File: config.mk
export PLATFORM = sky130hd
export DESIGN_NAME = spi_init_sequencer
export DESIGN_NICKNAME = d
export VERILOG_FILES = /design/src/rtl/spi_init_pkg.sv /design/src/rtl/seq_down_counter.sv /design/src/rtl/spi_init_sequencer.sv
export SDC_FILE = /design/constraint.sdc
export NUM_CORES = 1
export LEC_CHECK = 0
export CORE_MARGIN = 4
export CORE_UTILIZATION = 40
export CTS_CLUSTER_DIAMETER = 100
export DETAILED_ROUTE_END_ITERATION = 8
export HOLD_SLACK_MARGIN = 0.15
export PLACE_DENSITY_LB_ADDON = 0.05
export SYNTH_ARGS = -nofsm -noshare
export SYNTH_HDL_FRONTEND = slang
export SYNTH_SLANG_ARGS = --single-unit
File: constraint.sdc
create_clock -name i_clock -period 3.3 [get_ports i_clock]
set_input_delay 0.66 -clock i_clock [delete_from_list [all_inputs] [get_ports i_clock]]
set_output_delay 0.66 -clock i_clock [all_outputs]
set_load 0.01 [all_outputs]
File: src/rtl/spi_init_pkg.sv
// Shared encodings for the table-driven SPI init sequencer.
// Step opcodes, sequencer states and a busy-state helper.
package spi_init_pkg;

   typedef enum logic [1:0] {
      OP_END        = 2'd0,
      OP_WRITE      = 2'd1,
      OP_READ_CHECK = 2'd2,
      OP_DELAY      = 2'd3
   } stepOp_t;

   typedef enum logic [3:0] {
      ST_IDLE,
      ST_FETCH,
      ST_WAIT_TX,
      ST_WAIT_RX,
      ST_DELAY,
      ST_NEXT,
      ST_MISMATCH,
      ST_RETRY_WAIT,
      ST_DONE,
      ST_FAIL,
      ST_CMD_WAIT
   } seqState_t;

   function automatic logic isBusy(input seqState_t s);
      return !(s inside {ST_IDLE, ST_DONE, ST_FAIL});
   endfunction

endpackage

File: src/rtl/seq_down_counter.sv
// Loadable down counter that parks at zero.
// Shared by step delays, retry spacing and the SPI watchdog.
module seq_down_counter #(
   parameter int W = 32
) (
   input  logic         i_clock,
   input  logic         i_resetN,
   input  logic         i_load,
   input  logic [W-1:0] i_value,
   input  logic         i_enable,
   output logic         o_zero
);

   logic [W-1:0] count;

   always_ff @(posedge i_clock or negedge i_resetN) begin
      if (!i_resetN) begin
         count <= '0;
      end else if (i_load) begin
         count <= i_value;
      end else if (i_enable && (count != '0)) begin
         count <= count - 1'b1;
      end
   end

   assign o_zero = (count == '0);

endmodule

File: src/rtl/spi_init_sequencer.sv
// Table-driven SPI bring-up sequencer with whole-sequence retry.
// Define SPI_INIT_SEQ_TIMEOUT_EN to add a watchdog on SPI done pulses.
module spi_init_sequencer
   import spi_init_pkg::*;
#(
   parameter int NUM_STEPS      = 16,
   parameter int ADDR_W         = 7,
   parameter int DATA_W         = 8,
   parameter int DELAY_W        = 32,
   parameter int MAX_RETRIES    = 3,
   parameter int RETRY_DELAY    = 50000000,
   parameter int TIMEOUT_CYCLES = 1000000
) (
   input  logic                             i_clock,
   input  logic                             i_resetN,
   input  logic                             i_start,
   input  logic                             i_cmdValid,
   input  logic [ADDR_W-1:0]                i_cmdAddr,
   input  logic [DATA_W-1:0]                i_cmdData,
   output logic                             o_cmdReady,
   output logic [$clog2(NUM_STEPS)-1:0]     o_stepIndex,
   input  logic [1:0]                       i_stepOp,
   input  logic [ADDR_W-1:0]                i_stepAddr,
   input  logic [DATA_W-1:0]                i_stepData,
   input  logic [DELAY_W-1:0]               i_stepDelay,
   output logic                             o_spiTxBegin,
   output logic [ADDR_W-1:0]                o_spiTxAddress,
   output logic [DATA_W-1:0]                o_spiTxData,
   input  logic                             i_spiTxDone,
   output logic                             o_spiRxBegin,
   output logic [ADDR_W-1:0]                o_spiRxAddress,
   input  logic [DATA_W-1:0]                i_spiRxData,
   input  logic                             i_spiRxDone,
   output logic                             o_busy,
   output logic                             o_done,
   output logic                             o_fail,
   output logic [$clog2(MAX_RETRIES+1)-1:0] o_retryCount
);

   localparam int IDX_W = $clog2(NUM_STEPS);
   localparam int RC_W  = $clog2(MAX_RETRIES + 1);

   localparam logic [IDX_W-1:0] LAST_IDX = IDX_W'(NUM_STEPS - 1);
   localparam logic [RC_W-1:0]  RETRY_MAX = RC_W'(MAX_RETRIES);
   // Loaded one below so the wait state lasts exactly RETRY_DELAY cycles.
   localparam logic [DELAY_W-1:0] RETRY_LOAD =
      DELAY_W'((RETRY_DELAY > 0) ? RETRY_DELAY - 1 : 0);

`ifdef SPI_INIT_SEQ_TIMEOUT_EN
   localparam logic [DELAY_W-1:0] WD_LOAD =
      DELAY_W'((TIMEOUT_CYCLES > 0) ? TIMEOUT_CYCLES - 1 : 0);
`else
   logic unusedTimeout;
   assign unusedTimeout = ^TIMEOUT_CYCLES;
`endif

   seqState_t         state;
   stepOp_t           stepOp;
   logic [IDX_W-1:0]  idx;
   logic [DATA_W-1:0] expData;
   logic [RC_W-1:0]   retryCnt;
   logic              failQ;
   logic              txBegin;
   logic              rxBegin;
   logic [ADDR_W-1:0] txAddr;
   logic [DATA_W-1:0] txData;
   logic [ADDR_W-1:0] rxAddr;

   logic               cntLoad;
   logic [DELAY_W-1:0] cntValue;
   logic               cntEnable;
   logic               cntZero;

   assign stepOp = stepOp_t'(i_stepOp);

   always_comb begin
      cntLoad   = 1'b0;
      cntValue  = '0;
      cntEnable = 1'b0;
      unique case (state)
         ST_FETCH: begin
            if (stepOp == OP_DELAY) begin
               cntLoad  = 1'b1;
               cntValue = i_stepDelay;
            end
`ifdef SPI_INIT_SEQ_TIMEOUT_EN
            if (stepOp inside {OP_WRITE, OP_READ_CHECK}) begin
               cntLoad  = 1'b1;
               cntValue = WD_LOAD;
            end
`endif
         end
`ifdef SPI_INIT_SEQ_TIMEOUT_EN
         ST_IDLE: begin
            if (!i_start && i_cmdValid) begin
               cntLoad  = 1'b1;
               cntValue = WD_LOAD;
            end
         end
         ST_WAIT_TX, ST_WAIT_RX, ST_CMD_WAIT: cntEnable = 1'b1;
`endif
         ST_DELAY:      cntEnable = 1'b1;
         ST_RETRY_WAIT: cntEnable = 1'b1;
         ST_MISMATCH: begin
            cntLoad  = 1'b1;
            cntValue = RETRY_LOAD;
         end
         default: ;
      endcase
   end

   seq_down_counter #(
      .W(DELAY_W)
   ) u_counter (
      .i_clock (i_clock),
      .i_resetN(i_resetN),
      .i_load  (cntLoad),
      .i_value (cntValue),
      .i_enable(cntEnable),
      .o_zero  (cntZero)
   );

   always_ff @(posedge i_clock or negedge i_resetN) begin
      if (!i_resetN) begin
         state    <= ST_IDLE;
         idx      <= '0;
         expData  <= '0;
         retryCnt <= '0;
         failQ    <= 1'b0;
         txBegin  <= 1'b0;
         rxBegin  <= 1'b0;
         txAddr   <= '0;
         txData   <= '0;
         rxAddr   <= '0;
      end else begin
         txBegin <= 1'b0;
         rxBegin <= 1'b0;
         unique case (state)
            ST_IDLE: begin
               if (i_start) begin
                  failQ    <= 1'b0;
                  retryCnt <= '0;
                  idx      <= '0;
                  state    <= ST_FETCH;
               end else if (i_cmdValid) begin
                  txAddr  <= i_cmdAddr;
                  txData  <= i_cmdData;
                  txBegin <= 1'b1;
                  state   <= ST_CMD_WAIT;
               end
            end
            ST_FETCH: begin
               unique case (stepOp)
                  OP_WRITE: begin
                     txAddr  <= i_stepAddr;
                     txData  <= i_stepData;
                     txBegin <= 1'b1;
                     state   <= ST_WAIT_TX;
                  end
                  OP_READ_CHECK: begin
                     rxAddr  <= i_stepAddr;
                     expData <= i_stepData;
                     rxBegin <= 1'b1;
                     state   <= ST_WAIT_RX;
                  end
                  OP_DELAY: state <= ST_DELAY;
                  OP_END:   state <= ST_DONE;
               endcase
            end
            ST_WAIT_TX: begin
               if (i_spiTxDone) begin
                  state <= ST_NEXT;
`ifdef SPI_INIT_SEQ_TIMEOUT_EN
               end else if (cntZero) begin
                  state <= ST_MISMATCH;
`endif
               end
            end
            ST_WAIT_RX: begin
               if (i_spiRxDone) begin
                  state <= (i_spiRxData == expData) ? ST_NEXT : ST_MISMATCH;
`ifdef SPI_INIT_SEQ_TIMEOUT_EN
               end else if (cntZero) begin
                  state <= ST_MISMATCH;
`endif
               end
            end
            ST_DELAY: begin
               if (cntZero) state <= ST_NEXT;
            end
            ST_NEXT: begin
               // Running off the end of the table counts as END.
               if (idx == LAST_IDX) begin
                  state <= ST_DONE;
               end else begin
                  idx   <= idx + 1'b1;
                  state <= ST_FETCH;
               end
            end
            ST_MISMATCH: begin
               if (retryCnt == RETRY_MAX) begin
                  failQ <= 1'b1;
                  state <= ST_FAIL;
               end else begin
                  retryCnt <= retryCnt + 1'b1;
                  state    <= ST_RETRY_WAIT;
               end
            end
            ST_RETRY_WAIT: begin
               if (cntZero) begin
                  idx   <= '0;
                  state <= ST_FETCH;
               end
            end
            ST_DONE: state <= ST_IDLE;
            ST_FAIL: state <= ST_IDLE;
            ST_CMD_WAIT: begin
               if (i_spiTxDone) begin
                  state <= ST_DONE;
`ifdef SPI_INIT_SEQ_TIMEOUT_EN
               end else if (cntZero) begin
                  failQ <= 1'b1;
                  state <= ST_FAIL;
`endif
               end
            end
            default: state <= ST_IDLE;
         endcase
      end
   end

   assign o_cmdReady     = (state == ST_IDLE);
   assign o_busy         = isBusy(state);
   assign o_done         = (state == ST_DONE);
   assign o_fail         = failQ;
   assign o_retryCount   = retryCnt;
   assign o_stepIndex    = idx;
   assign o_spiTxBegin   = txBegin;
   assign o_spiTxAddress = txAddr;
   assign o_spiTxData    = txData;
   assign o_spiRxBegin   = rxBegin;
   assign o_spiRxAddress = rxAddr;

endmodule

==> metrics.md <==
| Metric | Value |
|---|---|
| Max Root-Sink Buffers | 2 |
| WL/cell | 17.39 um |
| Die height | between 100 and 150 um |
| TritonCTS clock tree | built |
| Initial antenna violation count | 0 |
| H-tree depth | 3 |
| CTS clock-pin slew for the worst setup and hold paths | 0.06 ns |
| WP data required | 3.52 ns |
| Avg Synthesized Cell Area | approximately 9.3 um2 |
| Crit start category | flop |
| Number of synthesized flops with an enable pin | 0 |
| Final instance area | 6065 um2 |
| Via density | 5.705 |
| CP max FO | 19 |
| Initial Util | 41.10% |
| Register area share after synthesis | 41.76% |
| Clk sinks | 75 |
| Setup Crit Path Kind | flop to flop |
| Worst path max stage delay | 0.53 ns |
| ANT nets after route | 0 |
| RePlAce Congestion | 0.8566 |
| Commonest non-fill, non-tap cell in the layout | clkdlybuf4s50_1 |
| Crit-path most repeated cell | o22a_1 |
| CP delay by family, top | simple AND/OR/NAND/NOR gates |
| Placed cell areas | 5749 um2 |
| Leakage | 0.002497 uW |
| Final period util | between 90% and 100% |
| Std-Cell Rows | 38 |
| Maximum VDD drop | approximately 0.00043 V |
| Fillers | 1047 |
| Most frequent cells in the layout | 110 x clkdlybuf4s50_1, 75 x dfrtp_1, 34 x nor2_1 |
| Buf+Inv Stages, Crit Path | 2 |
| Part of the power in registers | 33.7% |
| Total grt overflow | 0 |
| #FFs+latches synth | 75 |
| Power share of the combinational group | about 45% |
| Synth Flop Type | dfrtp_1 |
| Hold_buf cts | 0 |
| Met3 wire len | about 900 um |
| Slowest CP cell | or4b_4 |
| Pin count of the biggest net entering global routing | between 70 and 80 |
| Switching Share | 38.17% |
| Detailed Routing Iterations Pass 1 | 5 |
| Area Growth Syn to Fin | 34.94% |
| RSZ-0062 raised after global routing | no |
| Vias | 4153 |
| Diode count | 0 |
| Worst-Margin Slew | 0.9777 ns |
| Worst path cell trace | inv_1, ha_1, or4b_4, or3_4, o31a_1, buf_4, o22a_1, o22a_1 |
| Final Core Density | 55.46% |
| Hold/Removal Path Class | primary input to asynchronous set/reset pin |
| Clock power frac | 21.7% |
| Vias in the first global route | 4177 |
| Met1 Wirelength | 5631 um |
| Setup violations, final | 0 |
| NetSw | 1871 uW |
| Status | finished, final reports clean |
| Final Net Count | 670 |
| MaxCap Viol Count | 0 |
| Slew Limit Fails | 0 |
| Die X | 114 um |
| GRT Total Usage | 20.12% |
| WL met2 | 5810 um |
| Final setup TNS | 0 ns |
| Fin. Hold Viols | 0 |
| Post-Route WL | 12660 um |
| Ys async rst share | 100.0% |
| Die area | ~13000 um2 |
| Critical Path Sink Type | flop |
| Dpl ws | 0.3171 ns |
| Crit path time final | around 3.0 ns |
| Post-Syn Nets | between 500 and 600 |
| Worst EP arrival | roughly 3.2 ns |
| First-pass GRT wire length | 20890 um |
| I/O Pins | 112 |
| Starting DRT DRC Count | approximately 410 |
| Top sig layer | met4 |
| Hpwl dp | 8952 um |
| Ys Warns | 0 |
| Root buffer cell | clkbuf_16 |
| IO buf count | 111 |
| Syn Std Cell Area | about 4500 um2 |
| Worst skew pair latency | ~0.34 ns |
| Setup bufs post-CTS | 0 |
| Slew margin rel. | 34.82% |
| Worst setup margin | 0.2959 ns |
| Cts repair resizes | 0 |
| TritonCTS buffer count | 9 |
| Synth cell types | 67 |
| Remaining DRCs | 0 |
| Share of layout cells above drive strength 1 | 9.524% |
| Core outline area | 10940 um2 |
| Skew final | about 0.0067 ns |
| PD cells | slightly above 800 nW/um2 |
| Internal Power | around 3000 uW |
| Fmax | 332.9 MHz |
| Post-Syn Instances | 482 |
[cell usage after synthesis (7+ instances only)]
| library cell | count | area, um2 |
|---|---|---|
| dfrtp_1 | 75 | 1877 |
| nor2_1 | 34 | 127.6 |
| nand2_1 | 33 | 123.9 |
| o21ai_0 | 27 | 135.1 |
| clkbuf_1 | 26 | 97.59 |
| a21oi_1 | 21 | 105.1 |
| nor3_1 | 20 | 100.1 |
| mux2i_1 | 19 | 190.2 |
| nand3_1 | 19 | 95.09 |
| mux2_2 | 16 | 180.2 |
| inv_1 | 15 | 56.30 |
| a31oi_1 | 14 | 87.58 |
| o22ai_1 | 13 | 81.33 |
| nor4_1 | 12 | 75.07 |
| o22a_1 | 11 | 96.34 |
| and3_1 | 10 | 62.56 |
| ha_1 | 8 | 100.1 |
| or3_1 | 8 | 50.05 |
| xor2_1 | 8 | 70.07 |
| o2bb2ai_1 | 7 | 61.31 |
[final cells by class]
type | instances | area (um2) | share of cell area [%]
clock buffers | 9 | 225.2 | 3.714
repair buffers | 126 | 1234 | 20.34
flip-flops and latches | 75 | 1877 | 30.95
clock inverters | 6 | 90.09 | 1.485
multi-input cells | 357 | 2407 | 39.69
inverters | 15 | 56.30 | 0.9284
well taps | 140 | 175.2 | 2.888
[metal layers]
layer  global-route usage [%]  vias to the layer above
li1                         -                     2016
met2                    32.01                      148
met1                    25.82                     1968
met4                    8.314                        0
met5                        0                        -
met3                    5.623                       21
[stage by stage]
| stage | hold slack, ns | cells | power, uW |
|---|---|---|---|
| floorplan | 0.3644 | 482 | 2951 |
| global placement | 0.4618 | 713 | 3820 |
| detailed placement | 0.4701 | 713 | 3852 |
| CTS | 0.4836 | 728 | 4942 |
| global route | 0.5092 | 728 | 5258 |
| finish | 0.4646 | 728 | 4901 |
[power by group through the flow]
stage               logic, uW  clock network [uW]  registers, uW
floorplan                1340                   0           1610
global placement         2160                   0           1660
detailed placement       2190                   0           1660
CTS                      2200                1090           1650
global route             2410                1130           1710
finish                   2180                1060           1650
[final timing paths]
check,start,endpoint,slack (ns),cells after the start
setup / recovery,u_counter.count[0],u_counter.count[8],0.30,8
hold / removal,i_resetN,u_counter.count[7],0.46,1
setup reg to reg,u_counter.count[0],u_counter.count[8],0.30,8
hold reg to reg,o_spiTxData[0],o_spiTxData[0],0.48,2
max in group asynchronous,i_resetN,o_spiRxAddress[3],2.19,1
min in group i_clock,o_spiTxData[0],o_spiTxData[0],0.48,2
[sequential cells by signal, indices dropped and copies added (netlist names)]
name and cells:
expData 8, o_fail 1, o_retryCount 2, o_spiRxAddress 7, o_spiRxBegin 1, o_spiTxAddress 7
o_spiTxBegin 1, o_spiTxData 8, o_stepIndex 4, state 4, u_counter.count 32
[cell families after synthesis]
logic type,synth area share [%]
DFF,41.76
AOI/OAI and AO/OA,22.11
and+or+nand+nor,19.15
xor gates and xnor gates,1.559
adders and majority gates,2.227
buffers and inverters,4.955
muxes,8.240
(Power assumes the default switching activity.)
